==> src/rtl/accel_pkg.sv <==
// rtl/accel_pkg.sv - shared encodings for the accelerator multiply/divide writeback unit
//
// Purpose: operation and FSM state encodings plus the default datapath width,
//          shared by muldiv_wb_unit and muldiv_datapath.
// Contents:
//   DEFAULT_WIDTH  default operand/result width in bits
//   op_e           MUL / MULHU / DIVU / REMU (op[1] selects divide, op[0] selects upper half)
//   state_e        S_IDLE / S_BUSY / S_DONE
package accel_pkg;

  localparam int DEFAULT_WIDTH = 32;

  typedef enum logic [1:0] {
    OP_MUL   = 2'b00,
    OP_MULHU = 2'b01,
    OP_DIVU  = 2'b10,
    OP_REMU  = 2'b11
  } op_e;

  typedef enum logic [1:0] {
    S_IDLE = 2'd0,
    S_BUSY = 2'd1,
    S_DONE = 2'd2
  } state_e;

  // Divide-class ops run the restoring-subtract step instead of shift-add.
  function automatic logic op_is_div(input op_e op);
    return op[1];
  endfunction

  // MULHU and REMU both read the upper half of the shared accumulator.
  function automatic logic op_is_high(input op_e op);
    return op[0];
  endfunction

endpackage

==> src/rtl/muldiv_datapath.sv <==
// rtl/muldiv_datapath.sv - one combinational shift-add / restore-subtract iteration
//
// Purpose: computes the next accumulator value for one iteration of either
//          the shift-add multiplier or the restoring divider.
// Ports:
//   is_div_i   1        1 = divide step, 0 = multiply step
//   acc_i      2*WIDTH  current accumulator: {product_hi, product_lo} or {rem, quo}
//   operand_i  WIDTH    multiplicand (multiply) or divisor (divide)
//   acc_o      2*WIDTH  accumulator after this iteration
module muldiv_datapath
  import accel_pkg::*;
#(
  parameter int WIDTH = DEFAULT_WIDTH
) (
  input  logic               is_div_i,
  input  logic [2*WIDTH-1:0] acc_i,
  input  logic [WIDTH-1:0]   operand_i,
  output logic [2*WIDTH-1:0] acc_o
);

  logic [WIDTH:0]   mul_sum;
  logic [WIDTH:0]   rem_shift;
  logic [WIDTH-1:0] rem_diff;

  always_comb begin
    // Multiply: conditionally add into the upper half; the extra bit keeps
    // the carry so the right shift brings it back into the product.
    mul_sum   = {1'b0, acc_i[2*WIDTH-1:WIDTH]} + (acc_i[0] ? {1'b0, operand_i} : '0);

    // Divide: {rem, quo} << 1 with the shifted-out remainder bit kept, so the
    // compare sees the full WIDTH+1 bit partial remainder.
    rem_shift = {acc_i[2*WIDTH-1:WIDTH], acc_i[WIDTH-1]};
    // The difference is only used when it is below the divisor, so it fits WIDTH bits.
    rem_diff  = rem_shift[WIDTH-1:0] - operand_i;

    acc_o = '0;
    if (is_div_i) begin
      if (rem_shift >= {1'b0, operand_i}) begin
        acc_o = {rem_diff, acc_i[WIDTH-2:0], 1'b1};
      end else begin
        acc_o = {rem_shift[WIDTH-1:0], acc_i[WIDTH-2:0], 1'b0};
      end
    end else begin
      acc_o = {mul_sum, acc_i[WIDTH-1:1]};
    end
  end

endmodule

==> src/rtl/muldiv_wb_unit.sv <==
// rtl/muldiv_wb_unit.sv - iterative unsigned multiply/divide with register-file writeback
//
// Purpose: accepts an operation in IDLE, iterates WIDTH cycles, then pulses a
//          one-cycle write on the register file's second write port.
// Ports:
//   clk        in   1      rising-edge clock
//   reset      in   1      asynchronous active-low reset
//   start      in   1      issue strobe, sampled only in IDLE
//   op         in   2      00 MUL, 01 MULHU, 10 DIVU, 11 REMU
//   operand_a  in   WIDTH  multiplicand / dividend
//   operand_b  in   WIDTH  multiplier / divisor
//   dest_reg   in   5      destination register index
//   abort      in   1      synchronous cancel
//   busy       out  1      high in BUSY and DONE
//   wb_en      out  1      one-cycle write enable (RegWrite2)
//   wb_reg     out  5      write index (Write_register2)
//   wb_data    out  WIDTH  write data (Write_data2)
module muldiv_wb_unit
  import accel_pkg::*;
#(
  parameter int WIDTH = DEFAULT_WIDTH,
  parameter int CNT_W = 6
) (
  input  logic             clk,
  input  logic             reset,
  input  logic             start,
  input  logic [1:0]       op,
  input  logic [WIDTH-1:0] operand_a,
  input  logic [WIDTH-1:0] operand_b,
  input  logic [4:0]       dest_reg,
  input  logic             abort,
  output logic             busy,
  output logic             wb_en,
  output logic [4:0]       wb_reg,
  output logic [WIDTH-1:0] wb_data
);

  state_e             state_q;
  op_e                op_q;
  logic [CNT_W-1:0]   cnt_q;
  logic [WIDTH-1:0]   operand_q;
  logic [2*WIDTH-1:0] acc_q;
  logic [2*WIDTH-1:0] acc_d;
  logic [4:0]         dest_q;
  logic               busy_q;
  logic               wb_en_q;
  logic [4:0]         wb_reg_q;
  logic [WIDTH-1:0]   wb_data_q;

  muldiv_datapath #(
    .WIDTH(WIDTH)
  ) u_datapath (
    .is_div_i (op_is_div(op_q)),
    .acc_i    (acc_q),
    .operand_i(operand_q),
    .acc_o    (acc_d)
  );

  always_ff @(posedge clk or negedge reset) begin
    if (!reset) begin
      state_q   <= S_IDLE;
      op_q      <= OP_MUL;
      cnt_q     <= '0;
      operand_q <= '0;
      acc_q     <= '0;
      dest_q    <= '0;
      busy_q    <= 1'b0;
      wb_en_q   <= 1'b0;
      wb_reg_q  <= '0;
      wb_data_q <= '0;
    end else begin
      wb_en_q <= 1'b0;
      case (state_q)
        S_IDLE: begin
          // abort wins over a simultaneous start.
          if (start && !abort) begin
            op_q   <= op_e'(op);
            dest_q <= dest_reg;
            cnt_q  <= '0;
            // Only one operand is needed every cycle (multiplicand or divisor);
            // the other seeds the low half of the accumulator (multiplier or
            // dividend) with the upper half cleared.
            if (op[1]) begin
              operand_q <= operand_b;
              acc_q     <= {{WIDTH{1'b0}}, operand_a};
            end else begin
              operand_q <= operand_a;
              acc_q     <= {{WIDTH{1'b0}}, operand_b};
            end
            state_q <= S_BUSY;
            busy_q  <= 1'b1;
          end
        end
        S_BUSY: begin
          if (abort) begin
            state_q <= S_IDLE;
            busy_q  <= 1'b0;
          end else begin
            acc_q <= acc_d;
            cnt_q <= cnt_q + CNT_W'(1);
            if (cnt_q == CNT_W'(WIDTH - 1)) begin
              state_q <= S_DONE;
            end
          end
        end
        S_DONE: begin
          state_q <= S_IDLE;
          busy_q  <= 1'b0;
          // wb_reg/wb_data only move when a write actually happens.
          if (!abort && (dest_q != 5'd0)) begin
            wb_en_q   <= 1'b1;
            wb_reg_q  <= dest_q;
            wb_data_q <= op_is_high(op_q) ? acc_q[2*WIDTH-1:WIDTH] : acc_q[WIDTH-1:0];
          end
        end
        default: begin
          state_q <= S_IDLE;
          busy_q  <= 1'b0;
        end
      endcase
    end
  end

  assign busy    = busy_q;
  assign wb_en   = wb_en_q;
  assign wb_reg  = wb_reg_q;
  assign wb_data = wb_data_q;

endmodule

==> config.mk <==
export PLATFORM = sky130hd
export DESIGN_NAME = muldiv_wb_unit
export DESIGN_NICKNAME = d
export VERILOG_FILES = /design/src/rtl/accel_pkg.sv /design/src/rtl/muldiv_datapath.sv /design/src/rtl/muldiv_wb_unit.sv
export SDC_FILE = /design/constraint.sdc
export NUM_CORES = 1
export LEC_CHECK = 0
export BUFFER_PORTS_ARGS = -buffer_cell sky130_fd_sc_hd__buf_4
export CAP_MARGIN = 20
export CORE_ASPECT_RATIO = 1.5
export CORE_UTILIZATION = 39
export CTS_BUF_LIST = sky130_fd_sc_hd__clkbuf_4
export DETAILED_ROUTE_END_ITERATION = 16
export PLACE_DENSITY_LB_ADDON = 0.12
export SYNTH_ARGS = -nofsm -noshare
export SYNTH_HDL_FRONTEND = slang
export SYNTH_SLANG_ARGS = --single-unit
==> constraint.sdc <==
create_clock -name clk -period 5.1 [get_ports clk]
set_input_delay 0.51 -clock clk [delete_from_list [all_inputs] [get_ports clk]]
set_output_delay 0.51 -clock clk [all_outputs]
set_load 0.05 [all_outputs]
==> impl_metrics.ini, run 1 <==
[detailed_routing]
wire_per_inst_um = 18.5
routed_wirelength_mm = 33.9
vias = 10100
drtIter0Drc = 512
first_pass_iters = 5
ant_nets = 0
vias_per_cell = 5.52
drc = 0

[timing]
slew_viol_final = 0
setup_tns_ns = 0
period_share_pct = 88.7
slew_headroom_pct = 24.5
fmax_ghz = 0.221
worst_slew_pin_slew_ns = 1.13
finalSetupViolations = 0
rsz0062_at_grt = false
holdWs_ns = 0.0532
clock_skew_ns = 0.0276
min_period_ns = 4.52
hold_viol = 0

[worst_setup_path]
cp_max_fo = 32
crit_arrival_ns = 5.05
critical_path_class = reg2reg
cpMaxStageDelayCell = dfrtp_1
worstPathRequired_ns = 5.62
setup.worst_path.end_class = flip-flop
worstPathCellList = and2_1 > ha_1 > inv_1 > fa_1 > nor2b_1 > o311ai_1 > a31oi_1 > nor2b_1 > o221ai_1 > a31oi_1 > xnor2_1 > a222oi_1 > o21ai_0
crit_buf_inv = 1
max_stage_delay_ns = 1.02
startpoint_type = flip-flop
path_delay_family = compound AO/OA/AOI/OAI gates
r2r_slack_ns = 0.58

[logic_synthesis]
ys_warn_count = 0
yosysSeqAreaShare_pct = 32.9
synth_cell_types = 77
async_reset_ff_share_pct = 100
syn_inst = 1348
synth-edff-count = 0
synth-seq-cells = 150
synth_top_flop_cell = dfrtp_1
syn_nets = 1490
postSynthAreaPerCell_um2 = 8.47
syn-cell-area_mm2 = 0.0114

[floorplanning]
die_width_um = 142
coreArea_mm2 = 0.0287
dieHeight_um = 212
num_rows = 76
initial_core_util_pct = 39.8
dieArea_mm2 = 0.0300
pin_count = 114

[power_and_ir_drop]
peakVddDrop_mv = 0.202
p_sw_share_pct = 46.2
p_per_area_mw_per_mm2 = 459
leakage_nw = 6.26
combPwrFrac_pct = 56.3
seqPwrFrac_pct = 28.9
p_int_w = 0.00321
power_switching_w = 0.00276
clock_power_share_pct = 14.8

[clock_tree]
cts_inserted_buffers = 17
htreeDepth = 4
clock_path_buffers = 2
clk_pin_slew_ns = 0.14
root_buffer = clkbuf_4
postCtsSetupBuffers = 0
insertion_delay_ns = 0.66
cts_resized = 0
cts_sinks = 150
cts_tree = done

[layout]
largest_reg_flops = 64
nets = 1567
syn_to_final_growth_pct = 14.1
regMostFlops = acc_q
final_layout_size_suffix_gt1_share_pct = 14.9

[global_routing]
overflow = 0
grtUsageTotal_pct = 23.7
grt_pass1_wl_mm = 54.5
grt_max_degree = 69
grt_pass1_vias = 10200
antenna_found_initial = 1

[placement]
dp_hpwl_mm = 24.8
port_buffers = 113
gp_congestion = 0.933

[outcome]
status = completed

[flow_run]
drv_cap = 0

[hold_path]
min_path_type = in2reg
worst register-to-register path, stage by stage (launching register included):
cell,delay [ns]
dfrtp_1,1.02
and2_1,0.25
ha_1,0.19
inv_1,0.07
fa_1,0.39
nor2b_1,0.19
o311ai_1,0.15
a31oi_1,0.56
nor2b_1,0.22
o221ai_1,0.49
a31oi_1,0.26
xnor2_1,0.18
a222oi_1,0.28
o21ai_0,0.12
synthesized netlist by cell type, drive strengths merged, types with 16 or more instances:
| cell type | count | share of area [%] |
|---|---|---|
| mux2 | 30 | 3.0 |
| dfrtp | 150 | 33 |
| a22oi | 20 | 1.3 |
| nor2 | 75 | 2.6 |
| buf | 16 | 0.65 |
| nand2 | 183 | 6.0 |
| o21ai | 162 | 7.1 |
| mux2i | 116 | 10 |
| xnor2 | 36 | 2.8 |
| a21o | 31 | 2.0 |
| ha | 65 | 7.1 |
| nor3 | 19 | 0.83 |
| a31oi | 19 | 1.0 |
| clkbuf | 62 | 2.0 |
| and2 | 35 | 1.9 |
| nand3 | 22 | 1.0 |
| xor2 | 19 | 1.5 |
| o21a | 16 | 1.1 |
| a21oi | 92 | 4.0 |
| inv | 45 | 1.5 |
routing by layer:
metal,track usage [%],vias up,wire (µm)
met2,42.8,194,17300
met1,27.8,4856,14600
met4,10.4,0,1020
met3,3.01,51,965
li1,-,5002,-
met5,0,-,0
power groups by stage:
stage	Clock (W)	Sequential, W	Combinational (W)
after floorplan	0	0.00160	0.00255
after global placement	0	0.00175	0.00334
after detailed placement	0	0.00176	0.00332
after CTS	0.000920	0.00173	0.00335
after global routing	0.000960	0.00177	0.00372
final	0.000887	0.00173	0.00336
kinds of logic (layout without fill, tap and decap cells):
family,after synthesis,after routing,share of synthesized area (%)
AO/OA/AOI/OAI,414,414,22.4
AND/OR/NAND/NOR,392,392,15.7
flip-flops,150,150,32.9
multiplexers,146,146,13.1
buffers and inverters,124,214,4.20
adder cells (fa/ha/maj),67,67,7.47
XOR/XNOR,55,55,4.22
other,0,2,0
what timing repair did:
action | CTS | global route
hold endpoints to repair | 71 | 0
hold buffers | 6 | 0
endpoints found under the setup margin | 0 | 0
cell usage in the layout (no fill, tap or decap), types with 30 or more instances in the layout:
master and n:
a21o_1 31, a21oi_1 92, and2_1 35, buf_4 128
dfrtp_1 148, ha_1 65, inv_1 45, mux2_2 30
mux2i_1 116, nand2_1 183, nor2_1 71, o21ai_0 159
xnor2_1 36
cell type report:
type	count	area [µm²]
fillers	2940	15700
multi-input cells	1074	7210
flip-flops and latches	150	3760
repair buffers	136	1050
well taps	390	488
clock inverters	14	201
inverters	46	173
clock buffers	18	135
diodes	2	5.00
path summary, 6_finish.rpt:
kind / start / to / cells past startpoint
max: acc_q[0] / acc_q[61] / 13
max reg2reg: acc_q[0] / acc_q[61] / 13
min reg2reg: wb_reg[1] / wb_reg[1] / 2
max in group asynchronous: reset / acc_q[47] / 3
min in group asynchronous: reset / wb_data[2] / 2
min: dest_reg[1] / dest_q[1] / 3
through the flow:
| step | total power, W | instances | setup slack (ns) | cell area (µm²) | utilization, % |
|---|---|---|---|---|---|
| floorplan | 0.00415 | 1348 | 1.97 | 11400 | - |
| global placement | 0.00509 | 1789 | 0.749 | 12600 | 43.9 |
| detailed placement | 0.00508 | 1789 | 0.642 | 12600 | 43.9 |
| CTS | 0.00600 | 1827 | 0.598 | 13000 | 45.3 |
| global route | 0.00645 | 1830 | 0.317 | 13000 | 45.3 |
| finish | 0.00598 | 1830 | 0.575 | 13000 | 45.3 |
(Power assumes the default switching activity.)
==> inputs of run 2 (changes only) <==
Settings changed: CORE_UTILIZATION 39 to 40, REMOVE_ABC_BUFFERS set to 1.
Clock period 5.1 ns to 4.5 ns, I/O delays scaled along.
==> impl_metrics.ini, run 2 (synthesized netlist as in run 1, its figures left out) <==
[outcome]
status = completed

[placement]
post-place-cells = 1752
port_buffers = 113
gp_congestion = 0.918
dp_hpwl_mm = 25.1
placed_cell_area_mm2 = 0.0126

[timing]
worst_slew_pin_slew_ns = 1.12
hold_viol = 0
rsz0062_at_grt = false
finalSetupViolations = 0
min_period_ns = 3.60
holdWs_ns = 0.0661
slew_viol_final = 0
clock_skew_ns = 0.0341
fmax_ghz = 0.278
period_share_pct = 79.9
slew_headroom_pct = 25.5

[global_routing]
grt_pass1_vias = 10300
overflow = 0
grtUsageTotal_pct = 23.8
grt_pass1_wl_mm = 54.0
grt_max_degree = 78
antenna_found_initial = 2

[power_and_ir_drop]
p_sw_share_pct = 47.5
combPwrFrac_pct = 57.8
p_int_w = 0.00350
clock_power_share_pct = 13.0
power_switching_w = 0.00316
leakage_nw = 6.27
power.total_w = 0.00666
peakVddDrop_mv = 0.248
seqPwrFrac_pct = 29.2
p_per_area_mw_per_mm2 = 513

[layout]
final_layout_size_suffix_gt1_share_pct = 15.2
fin_area_mm2 = 0.0130
final_cell_mix = nand2_1 (183), o21ai_0 (159), dfrtp_1 (148)
final_common_cell = nand2_1
largest_reg_flops = 64
regMostFlops = acc_q
fin_util_pct = 46.2
final.fill_count = 2828
nets = 1575
post_layout_nonfiller_instances = 1794
syn_to_final_growth_pct = 13.6

[hold_path]
min_path_type = in2reg

[worst_setup_path]
critical_path_class = reg2reg
cpMaxStageDelayCell = dfrtp_1
setup.worst_path.end_class = flip-flop
max_stage_delay_ns = 0.42
worstPathCellList = buf_4 > and2_1 > ha_1 > nor2b_1 > o311ai_1 > a31oi_1 > nor2b_1 > o221ai_1 > buf_4 > a31oi_1 > xnor2_1 > a222oi_1 > o21ai_0
worstPathRequired_ns = 5.04
startpoint_type = flip-flop
cp_max_fo = 19
crit_arrival_ns = 4.13

[floorplanning]
dieArea_mm2 = 0.0292
pin_count = 114
die_width_um = 140
dieHeight_um = 209
coreArea_mm2 = 0.0281
num_rows = 75
initial_core_util_pct = 40.7

[clock_tree]
insertion_delay_ns = 0.67
postCtsHoldBufs = 8
clk_pin_slew_ns = 0.15
root_buffer = clkbuf_4
cts_sinks = 150
clock_path_buffers = 2
cts_inserted_buffers = 17
postCtsSetupBuffers = 0
cts_tree = done
htreeDepth = 4
cts_resized = 0

[detailed_routing]
ant_nets = 0
drtIter0Drc = 453
drc = 0
first_pass_iters = 4
vias = 10000
routed_wirelength_mm = 33.5
wire_per_inst_um = 18.7
vias_per_cell = 5.59

[flow_run]
drv_cap = 0
## run 2: cell count changes in the layout (fill, tap and decap cells not counted)
cell	delta
clkinvlp_4	-1
bufinv_16	-3
clkbuf_4	-1
buf_4	+6
dlygate4sd3_1	+2
inv_6	+4
clkinv_2	+1
## run 2: through the flow
| step | worst slack (ns) | setup TNS (ns) |
|---|---|---|
| 6_report | 0.904 | 0 |
| 3_5_place_dp | 0.900 | 0 |
| 3_3_place_gp | 1.00 | 0 |
| 4_1_cts | 0.877 | 0 |
| 5_1_grt | 0.546 | 0 |
| 2_1_floorplan | -0.309 | -7.74 |
## run 2: cell type report
cell class	count	area [µm²]	area share [%]
multi-input cells	1074	7210	55.6
flip-flops and latches	150	3760	29.0
repair buffers	144	1120	8.62
well taps	346	433	3.34
inverters	46	173	1.33
clock inverters	15	144	1.11
clock buffers	17	128	0.984
diodes	2	5.00	0.0386
## run 2: routing by layer
metal  part of all wire [%]  wire (µm)  vias up  GRT usage (%)
li1                       -          -     5018              -
met5                  0.039         13        -              0
met4                    4.0       1330        2           12.1
met2                     51      17200      181           43.1
met1                     42      14000     4765           26.7
met3                    2.9        958       65           3.90
## run 2: power by group through the flow
stage | combinational, W | clock, W | sequential, W
after global routing | 0.00424 | 0.000944 | 0.00199
after floorplan | 0.00280 | 0 | 0.00186
after global placement | 0.00383 | 0 | 0.00197
after detailed placement | 0.00382 | 0 | 0.00198
final | 0.00385 | 0.000866 | 0.00194
after CTS | 0.00385 | 0.000902 | 0.00195
## run 2: critical path, delay by kind of cell (launching register included)
kind,cells,cell delay (ns)
AO/OA/AOI/OAI,6,1.54
AND/OR/NAND/NOR,3,0.69
flip-flops,1,0.42
buffers and inverters,2,0.41
adder cells (fa/ha/maj),1,0.32
XOR/XNOR,1,0.10
## run 2: final timing paths
check / from / endpoint / slack (ns) / cells past startpoint
max: acc_q[0] / acc_q[61] / 0.90 / 13
min reg2reg: wb_data[14] / wb_data[14] / 0.49 / 2
max reg2reg: acc_q[0] / acc_q[61] / 0.90 / 13
min in group asynchronous: reset / wb_en / 0.37 / 2
max in group asynchronous: reset / op_q[0] / 3.19 / 3
min: start / state_q[0] / 0.07 / 3
==> inputs of run 3 (changes only) <==
Clock period 4.5 ns to 3.39 ns, I/O delays scaled along.
==> impl_metrics.ini, run 3 (synthesized netlist as in run 1, its figures left out) <==
[outcome]
status = completed

[clock_tree]
cts_inserted_buffers = 17
htreeDepth = 4
cts_tree = done
clk_pin_slew_ns = 0.13
root_buffer = clkbuf_4
clock_path_buffers = 2
insertion_delay_ns = 0.65
cts_sinks = 150

[floorplanning]
num_rows = 75
die_width_um = 140
coreArea_mm2 = 0.0281
dieHeight_um = 209
initial_core_util_pct = 40.7
dieArea_mm2 = 0.0292
pin_count = 114

[timing]
clock_skew_ns = 0.0306
slew_headroom_pct = 35.1
min_period_ns = 3.22
setup_tns_ns = 0
slew_viol_final = 0
hold_viol = 0
finalSetupViolations = 0
fmax_ghz = 0.310
period_share_pct = 95.1
rsz0062_at_grt = true
worst_slew_pin_slew_ns = 0.971

[layout]
syn_to_final_growth_pct = 25.2
fin_area_mm2 = 0.0143
final_layout_size_suffix_gt1_share_pct = 19.1
largest_reg_flops = 64
post_layout_nonfiller_instances = 1925
final_common_cell = buf_4
regMostFlops = acc_q
nets = 1708
final_cell_mix = buf_4 (202), nand2_1 (183), o21ai_0 (159)
multi_input_area_mm2 = 0.00728
final.fill_count = 2757
ff_latch_area_mm2 = 0.00376
fin_util_pct = 51.0

[power_and_ir_drop]
seqPwrFrac_pct = 26.5
power.total_w = 0.00956
leakage_nw = 6.95
peakVddDrop_mv = 0.421
combPwrFrac_pct = 59.0
power_switching_w = 0.00426
clock_power_share_pct = 14.5
p_int_w = 0.00530
p_per_area_mw_per_mm2 = 668
p_sw_share_pct = 44.6

[worst_setup_path]
setup.worst_path.end_class = flip-flop
critical_path_class = reg2reg
cp_max_fo = 3
rr_endpoint = acc_q[62]
crit_arrival_ns = 3.80
r2r_slack_ns = 0.17
reg2reg_depth = 13
worstPathRequired_ns = 3.97
startpoint_type = flip-flop
timing.rr.start = acc_q[31]

[global_routing]
grtUsageTotal_pct = 24.7
busiest_layer = met2
use_met1_pct = 27.8
grt.met2_usage_pct = 45.0
grt_pass1_vias = 10600
grt_pass1_wl_mm = 56.2
antenna_found_initial = 1
met3_usage_pct = 3.41
overflow = 0
grt_max_degree = 71

[placement]
post-place-cells = 1821
port_buffers = 113
dp_hpwl_mm = 25.9
gp_congestion = 0.954
placed_cell_area_mm2 = 0.0132

[detailed_routing]
first_pass_iters = 5
ant_nets = 0
drc = 0
vias = 10600
routed_wirelength_mm = 35.0
wire_per_inst_um = 18.2
vias_per_cell = 5.50
drtIter0Drc = 428

[flow_run]
drv_cap = 0

[hold_path]
holdPathEnd = operand_q[18]
hold_path_depth = 3
hp-start = operand_a[18]
min_path_type = in2reg
-- run 3: layer usage --
metal | vias to the layer above | wire length [µm] | part of all wire, %
li1 | 5283 | - | -
met1 | 5043 | 14400 | 41
met2 | 200 | 18200 | 52
met3 | 69 | 899 | 2.6
met4 | 0 | 1500 | 4.3
met5 | - | 0 | 0
-- run 3: worst max-delay path, cell delays in order, from the launching register on --
cell and delay [ns]:
dfrtp_1 0.40, inv_1 0.07, ha_1 0.16, inv_1 0.06, fa_2 0.37, a211oi_2 0.28
nor2_2 0.09, o221a_1 0.24, o32a_2 0.36, a41oi_4 0.22, o41ai_4 0.14, mux2i_1 0.15
or4_1 0.53, nand4_1 0.09
-- run 3: metrics by stage --
step | worst slack, ns | hold slack [ns]
floorplan | -1.42 | 0.0434
global placement | 0.0144 | 0.389
detailed placement | -0.0133 | 0.389
CTS | 0.0374 | 0.00399
global route | -0.0295 | 0.0478
finish | 0.166 | 0.0372
-- run 3: area by class of cell --
cell class,instances,share of cell area (%)
multi-input combinational,1074,50.9
clock inverter,13,1.44
sequential,150,26.3
inverter,46,1.21
tap,346,3.03
timing repair buffer,277,16.1
clock buffer,18,0.945
antenna,1,0.0175
-- run 3: what timing repair did --
| action | CTS | global route |
|---|---|---|
| setup buffers | 0 | 1 |
| hold endpoints to repair | 106 | 0 |
| gates resized for setup | 1 | 13 |
| endpoints found under the setup margin | 1 | 18 |
| pin swaps | 0 | 3 |
| hold buffers | 70 | 0 |
-- run 3: power groups by stage --
stage          logic (W)  registers (W)  clock network, W
2_1_floorplan    0.00371        0.00247                 0
3_3_place_gp     0.00545        0.00258                 0
3_5_place_dp     0.00543        0.00259                 0
4_1_cts          0.00555        0.00255           0.00144
5_1_grt          0.00621        0.00258           0.00149
6_report         0.00564        0.00253           0.00138
-- run 3: worst max-delay path by stage --
stage,slack (ns),to,from,cells past startpoint
floorplan,-1.42,acc_q[61],state_q[1],5
global placement,0.01,acc_q[59],acc_q[0],16
detailed placement,-0.01,acc_q[59],acc_q[0],16
CTS,0.04,acc_q[62],acc_q[31],13
global route,-0.03,acc_q[62],acc_q[31],13
finish,0.17,acc_q[62],acc_q[31],13
